$ cat src/rtl/dem_mod_n.sv
// dem_mod_n: modulo-N up/down counter with synchronous load, wrap / saturate /
// one-shot behaviour and a combinational terminal-count output for cascading.
module dem_mod_n #(
   parameter int WIDTH = 4,
   parameter int MOD_N = 16,
   parameter int MODE  = 0
) (
   input  logic             ckht,
   input  logic             rst,
   input  logic             ena,
   input  logic             up,
   input  logic             load,
   input  logic [WIDTH-1:0] d,
   output logic [WIDTH-1:0] q,
   output logic             tc,
   output logic             wrap,
   output logic             done
);

   // Highest legal count; MOD_N may equal 2^WIDTH, so the modulus itself is
   // only ever handled in WIDTH+1 bits.
   localparam logic [WIDTH-1:0] Q_MAX   = WIDTH'(MOD_N - 1);
   localparam logic [WIDTH:0]   MOD_EXT = (WIDTH + 1)'(MOD_N);

   typedef enum logic [1:0] {ST_IDLE, ST_RUN, ST_DONE} state_t;

   state_t           state, state_nxt;
   logic [WIDTH-1:0] q_nxt;
   logic             wrap_nxt;
   logic             done_nxt;
   logic             at_term;
   logic             count_ok;

   // Out-of-range load values are clamped to the top of the count range.
   function automatic logic [WIDTH-1:0] clamp_load(input logic [WIDTH-1:0] val);
      return ({1'b0, val} < MOD_EXT) ? val : Q_MAX;
   endfunction

   // Terminal detection, cascade output and the one-shot count gate.
   always_comb begin
      at_term  = up ? (q == Q_MAX) : (q == '0);
      tc       = ena & at_term;
      count_ok = (MODE != 2) || (state == ST_RUN);
   end

   // One-shot next-state logic; other modes stay parked in IDLE.
   always_comb begin
      state_nxt = state;
      if (MODE == 2) begin
         if (load)
            state_nxt = ST_RUN;
         else if (ena && (state == ST_RUN) && at_term)
            state_nxt = ST_DONE;
      end
   end

   // Next count, wrap pulse and done flag.
   always_comb begin
      q_nxt    = q;
      wrap_nxt = 1'b0;
      done_nxt = (MODE == 2) && (state_nxt == ST_DONE);
      if (load) begin
         q_nxt = clamp_load(d);
      end else if (ena && count_ok) begin
         if (!at_term) begin
            q_nxt = up ? (q + 1'b1) : (q - 1'b1);
         end else if (MODE == 0) begin
            q_nxt    = up ? '0 : Q_MAX;
            wrap_nxt = 1'b1;
         end
      end
   end

   // State register.
   always_ff @(posedge ckht) begin
      if (rst)
         state <= ST_IDLE;
      else
         state <= state_nxt;
   end

   // Count and flag registers; reset wins over load and enable.
   always_ff @(posedge ckht) begin
      if (rst) begin
         q    <= '0;
         wrap <= 1'b0;
         done <= 1'b0;
      end else begin
         q    <= q_nxt;
         wrap <= wrap_nxt;
         done <= done_nxt;
      end
   end

endmodule

$ cat config.mk
export PLATFORM = sky130hd
export DESIGN_NAME = dem_mod_n
export DESIGN_NICKNAME = d
export VERILOG_FILES = /design/src/rtl/dem_mod_n.sv
export SDC_FILE = /design/constraint.sdc
export NUM_CORES = 1
export LEC_CHECK = 0
export ABC_CLOCK_PERIOD_IN_PS = 4740
export CAP_MARGIN = 15
export CORE_AREA = 10 10 47 49
export CTS_CLUSTER_SIZE = 10
export DETAILED_ROUTE_END_ITERATION = 7
export DIE_AREA = 0 0 57 59
export GPL_ROUTABILITY_DRIVEN = 0
export REMOVE_ABC_BUFFERS = 1
export SLEW_MARGIN = 20
export SYNTH_ARGS = -nofsm -noshare
export SYNTH_HDL_FRONTEND = slang
export SYNTH_SLANG_ARGS = --single-unit
$ cat constraint.sdc
create_clock -name ckht -period 4.74 [get_ports ckht]
set_clock_uncertainty 0.15 [all_clocks]
set_input_delay 0.948 -clock ckht [delete_from_list [all_inputs] [get_ports ckht]]
set_output_delay 0.948 -clock ckht [all_outputs]
set_load 0.01 [all_outputs]
==> impl_results.md, run 1 <==
- Hpwl dp: 783 µm
- Compound-Gate Fraction of Synth Area: 0.194
- # DRC: 0
- Worst-Skew Late Latency: 0.26 ns
- Post-synthesis simple-gate area fraction: 0.245
- CP max FO: 4
- Pint: 107 µW
- GR Overflow Total: 0
- Final Hold Vio Count: 0
- Hold Crit Class: reg2reg
- Status: complete, no violations
- Mapped cell area: 388 µm²
- Final worst path period share: 0.775
- Clock slew at reported path FFs: 0.04 ns
- Most common cell after layout, fill and taps aside: clkdlybuf4s50_1
- Global-route wire length before repair: 1680 µm
- Largest net degree at the start of global routing: 12
- Core Rows: 14
- Vias/cell: 4.78
- Post_cts resized: 0
- Area contributors post-synth: dfxtp_1, ha_1, a21oi_1
- Final hold slack: 0.413 ns
- Hold Buf Count CTS: 0
- Avg Synthesized Cell Area: 8.43 µm²
- Clock H-tree levels: 1
- Cts bufs inserted: 3
- Post-synthesis sequential area ratio: 0.258
- CP endpoint kind: output port
- IO Port Bufs: 14
- CTS sink cnt: 5
- Total Wirelength: 984 µm
- Layout cells sized above 1: 0.129
- Clock Tree Buf Depth: 2
- Vias in the first global route: 405
- Synth unique cells: 27
- Avg WL per Cell: 12.6 µm
- Vias post-DR: 373
- Setup crit start kind: primary input
- Sw frac: 0.325
- Placeable Area: 1400 µm²
- Root buffer cell: clkbuf_4
- Chip height: 59 µm
- Synth warnings: 0
- Max cap viols: 0
- Clk pwr share: 0.343
- Setup repair bufs after CTS: 0
- Initial core utilization: 0.277
- Area grow syn2layout: 44.8%
- Cells after Synth: 46
- Combinational Power Share: 0.317
- Pwr Density: 282 nW/µm²
- I/O pin total: 16
- Commonest cells after routing, fill and taps aside: clkdlybuf4s50_1, nor2_1, dfxtp_1
- Die Wd: 57 µm
- Maximum vdd ir drop: 0.110 mV
- Final Util: 0.401
- Overall die area: 3360 µm²
- DRT Pass-1 Iters: 2
- Initial antenna violation count: 0
- Seq pwr share: 0.340
- Largest family of logic cells by synthesized area: simple AND/OR/NAND/NOR gates
- RSZ-0062 raised after global routing: no
- Req. time, crit path: 3.64 ns
- Synth Area in Adders: 0.116
- Fmax: 272 MHz
- Mux share of post-synthesis cell area: 0.0258
- Final setup vio count: 0
- CP Class: in2out
- WP data arrival: 2.57 ns
- LEAKAGE: 0.231 nW
- N_diodes: 0
- Iter 0 DRT Violations: 3
- Remaining antenna violation count after routing: 0
- Total negative slack: 0 ns
- GRT Total Usage: 0.0627
- Final net count: 75
- XOR/XNOR share of the synthesized area: 0.0903
- Top-area cell type share of the netlist area: 0.258
- Final Slew Violations: 0
- Crit path time final: 3.67 ns
- P_sw: 51.5 µW
- Area leader, netlist: dfxtp_1
- CTS tree: done
- Seq cells post-synth: 5
[Yosys cell counts]
library cell  instances
a2111oi_2             1
a211oi_1              1
a21o_1                1
a21oi_1               4
and2_1                1
and2_2                1
and3_1                1
buf_2                 1
buf_4                 1
conb_1                1
dfxtp_1               5
fa_1                  1
ha_1                  2
inv_1                 3
mux2i_1               1
nand2_1               2
nand3_1               1
nand3_2               1
nor2_1                5
nor2b_1               1
nor3_1                3
nor4_2                1
o21ai_0               1
o31ai_1               1
o31ai_2               1
xnor2_1               2
xor2_1                2
[power by group through the flow]
stage	clock network, mW	registers (mW)	logic (mW)
final	0.0543	0.0538	0.0503
after global routing	0.0569	0.0549	0.0561
after CTS	0.0544	0.0539	0.0509
after detailed placement	0	0.0547	0.0505
after global placement	0	0.0549	0.0501
after floorplan	0	0.0551	0.0259
[cell type report]
type,instances,area [µm²]
well taps,16,20.0
inverters,3,11.3
multi-input cells,36,264
flip-flops and latches,5,100
clock buffers,4,26.3
fillers,158,840
repair buffers,14,140
[registers in the layout (all words and copies together), names as in the netlist]
register,cells
wrap,1
q,4
[path summary, 6_finish.rpt]
path,end,depth (start not counted),slack [ns],start
worst max register to register,q[2],4,3.10,q[0]
worst min register to register,q[2],2,0.41,q[2]
worst min-delay path,q[2],2,0.41,q[2]
worst max-delay path,tc,5,1.07,up
[routing by layer]
| layer | vias up | share of wire | GRT usage |
|---|---|---|---|
| met5 | - | 0 | 0 |
| met2 | 13 | 0.46 | 0.0915 |
| met1 | 166 | 0.42 | 0.0641 |
| met4 | 0 | 0.022 | 0.0503 |
| li1 | 191 | - | - |
| met3 | 3 | 0.095 | 0.0365 |
[kinds of logic after synthesis]
kind of cell / Yosys count
AOI/OAI and AO/OA: 10
xor gates and xnor gates: 4
adders and majority gates: 3
buffers and inverters: 5
DFF: 5
muxes: 1
other: 1
and+or+nand+nor: 17
[worst max-delay path, cell delays in order]
cell and delay, ns:
clkdlybuf4s50_1 0.55, and3_1 0.19, nand3_2 0.12, a21oi_1 0.21
clkdlybuf4s50_1 0.56
[stage by stage]
step | std cells | power (mW) | worst slack (ns) | cell area [µm²]
floorplan | 44 | 0.0810 | 2.16 | 375
global placement | 74 | 0.105 | 1.07 | 536
detailed placement | 74 | 0.105 | 1.05 | 536
CTS | 78 | 0.159 | 1.05 | 562
global route | 78 | 0.168 | 0.943 | 562
finish | 78 | 0.158 | 1.07 | 562
(Power assumes the default switching activity.)
==> run 2: changes to the inputs <==
--- a/config.mk
+++ b/config.mk
@@ -5,7 +5,7 @@
 export SDC_FILE = /design/constraint.sdc
 export NUM_CORES = 1
 export LEC_CHECK = 0
-export ABC_CLOCK_PERIOD_IN_PS = 4740
+export ABC_CLOCK_PERIOD_IN_PS = 3690
 export CAP_MARGIN = 15
 export CORE_AREA = 10 10 47 49
 export CTS_CLUSTER_SIZE = 10
==> constraint.sdc (replaced) <==
create_clock -name ckht -period 3.69 [get_ports ckht]
set_clock_uncertainty 0.15 [all_clocks]
set_input_delay 0.738 -clock ckht [delete_from_list [all_inputs] [get_ports ckht]]
set_output_delay 0.738 -clock ckht [all_outputs]
set_load 0.01 [all_outputs]
==> impl_results.md, run 2 (same netlist as run 1, synthesis figures left out) <==
- Status: complete, no violations (unchanged)
- Total Wirelength: 960 µm (was 984 µm)
- Total negative slack: 0 ns (unchanged)
- Clk pwr share: 0.326 (was 0.343)
- Final net count: 75 (unchanged)
- Crit path time final: 3.25 ns
- IO Port Bufs: 14 (unchanged)
- Hold Buf Count CTS: 0 (unchanged)
- Core Rows: 14 (unchanged)
- Final worst path period share: 0.880
- Largest net degree at the start of global routing: 12 (unchanged)
- Hold Crit Class: reg2reg (unchanged)
- Fillcell total: 151 (was 158)
- Layout cells sized above 1: 0.129 (unchanged)
- Commonest cells after routing, fill and taps aside: clkdlybuf4s50_1, nor2_1, dfxtp_1 (unchanged)
- Area grow syn2layout: 44.8% (unchanged)
- CTS sink cnt: 5 (unchanged)
- Vias in the first global route: 413 (was 405)
- Reg area: 100 µm² (unchanged)
- CTS tree: done (unchanged)
- Min-delay src: q[2] (unchanged)
- Hold EP: q[2] (unchanged)
- Worst Hold Depth: 2 (unchanged)
- Max reg flops: 4 (unchanged)
- Avg WL per Cell: 12.3 µm (was 12.6 µm)
- Final Hold Vio Count: 0 (unchanged)
- Chip height: 59 µm (unchanged)
- Top reg by flops: q (unchanged)
- Fmax: 308 MHz
- Setup repair bufs after CTS: 0 (unchanged)
- # DRC: 0 (unchanged)
- WP data arrival: 2.36 ns (was 2.57 ns)
- Maximum vdd ir drop: 0.113 mV (was 0.110 mV)
- Initial core utilization: 0.277 (unchanged)
- Post-route worst setup slack: 0.444 ns (was 1.07 ns)
- Setup crit start kind: primary input (unchanged)
- Clock Tree Buf Depth: 2 (unchanged)
- Iter 0 DRT Violations: 4 (was 3)
- Final Slew Violations: 0 (unchanged)
- CP Class: in2out (unchanged)
- Max cap viols: 0 (unchanged)
- Initial antenna violation count: 0 (unchanged)
- R2R depth: 4 (unchanged)
- Placeable Area: 1400 µm² (unchanged)
- Post_cts resized: 0 (unchanged)
- Pwr Density: 352 nW/µm² (was 282 nW/µm²)
- Pre-CTS setup slack: 0.425 ns (was 1.05 ns)
- Pint: 137 µW (was 107 µW)
- Vias/cell: 4.68 (was 4.78)
- Die Wd: 57 µm (unchanged)
- Global-route wire length before repair: 1670 µm (was 1680 µm)
- Req. time, crit path: 2.80 ns (was 3.64 ns)
- LEAKAGE: 0.231 nW (unchanged)
- P_sw: 60.7 µW (was 51.5 µW)
- Most common cell after layout, fill and taps aside: clkdlybuf4s50_1 (unchanged)
- Seq pwr share: 0.350 (was 0.340)
- Hpwl dp: 789 µm (was 783 µm)
- Combinational Power Share: 0.324 (was 0.317)
- RR Endpoint: q[2] (unchanged)
- Area of the multi-input gates: 264 µm² (unchanged)
- Fin cells: 78 (unchanged)
- Worst-Skew Late Latency: 0.24 ns (was 0.26 ns)
- Cts bufs inserted: 3 (unchanged)
- GR Overflow Total: 0 (unchanged)
- N_diodes: 0 (unchanged)
- Root buffer cell: clkbuf_4 (unchanged)
- Reg-to-reg slack, setup: 2.03 ns (was 3.10 ns)
- Overall die area: 3360 µm² (unchanged)
- RSZ-0062 raised after global routing: no (unchanged)
- Biggest regs: q: 4 flops, wrap: 1 flops (unchanged)
- I/O pin total: 16 (unchanged)
- Placed cell count: 74 (unchanged)
- Final setup vio count: 0 (unchanged)
- Clock slew at reported path FFs: 0.04 ns (about the same)
- CP endpoint kind: output port (unchanged)
- DRT Pass-1 Iters: 2 (unchanged)
- CP max FO: 4 (unchanged)
- Clock H-tree levels: 1 (unchanged)
- Remaining antenna violation count after routing: 0 (unchanged)
- GRT Total Usage: 0.0601 (was 0.0627)
- Sw frac: 0.307 (was 0.325)
- R2r startpoint: q[0] (unchanged)
- Vias post-DR: 365 (was 373)
## run 2: cell counts in the layout (fill, tap and decap cells not counted)
No cell type changed its count.
## run 2: worst max-delay path by stage
stage               startpoint  cells past startpoint  to
CTS                         up                      5  tc
finish                      up                      5  tc
global placement            up                      5  tc
global route                up                      5  tc
detailed placement          up                      5  tc
floorplan                   up                      3  tc
## run 2: layout make-up
cell class,instances,area share
multi-input combinational,36,0.470
timing repair buffer,14,0.249
sequential,5,0.178
clock buffer,4,0.0468
tap,16,0.0356
inverter,3,0.0200
## run 2: power groups by stage
stage | Combinational, mW | Sequential, mW | Clock, mW
floorplan | 0.0333 | 0.0708 | 0
global placement | 0.0643 | 0.0704 | 0
detailed placement | 0.0648 | 0.0704 | 0
CTS | 0.0651 | 0.0693 | 0.0669
global route | 0.0713 | 0.0708 | 0.0710
finish | 0.0641 | 0.0692 | 0.0644
## run 2: critical path, stage by stage
cell and delay [ns]:
clkdlybuf4s50_1 0.54, and3_1 0.19, nand3_2 0.12, a21oi_1 0.21
clkdlybuf4s50_1 0.57
## run 2: metrics by stage
stage / area, µm² / utilization / hold slack (ns) / total power [mW]
floorplan: 375 / - / 0.394 / 0.104
global placement: 536 / 0.382 / 0.402 / 0.135
detailed placement: 536 / 0.382 / 0.414 / 0.135
CTS: 562 / 0.401 / 0.420 / 0.201
global route: 562 / 0.401 / 0.444 / 0.213
finish: 562 / 0.401 / 0.408 / 0.198
## run 2: metal layers
layer  global-route usage  vias up  part of all wire
met5                    0        -                 0
met4               0.0302        0            0.0063
met3               0.0343        2             0.084
met2               0.0961       12              0.46
met1               0.0619      159              0.45
li1                     -      192                 -
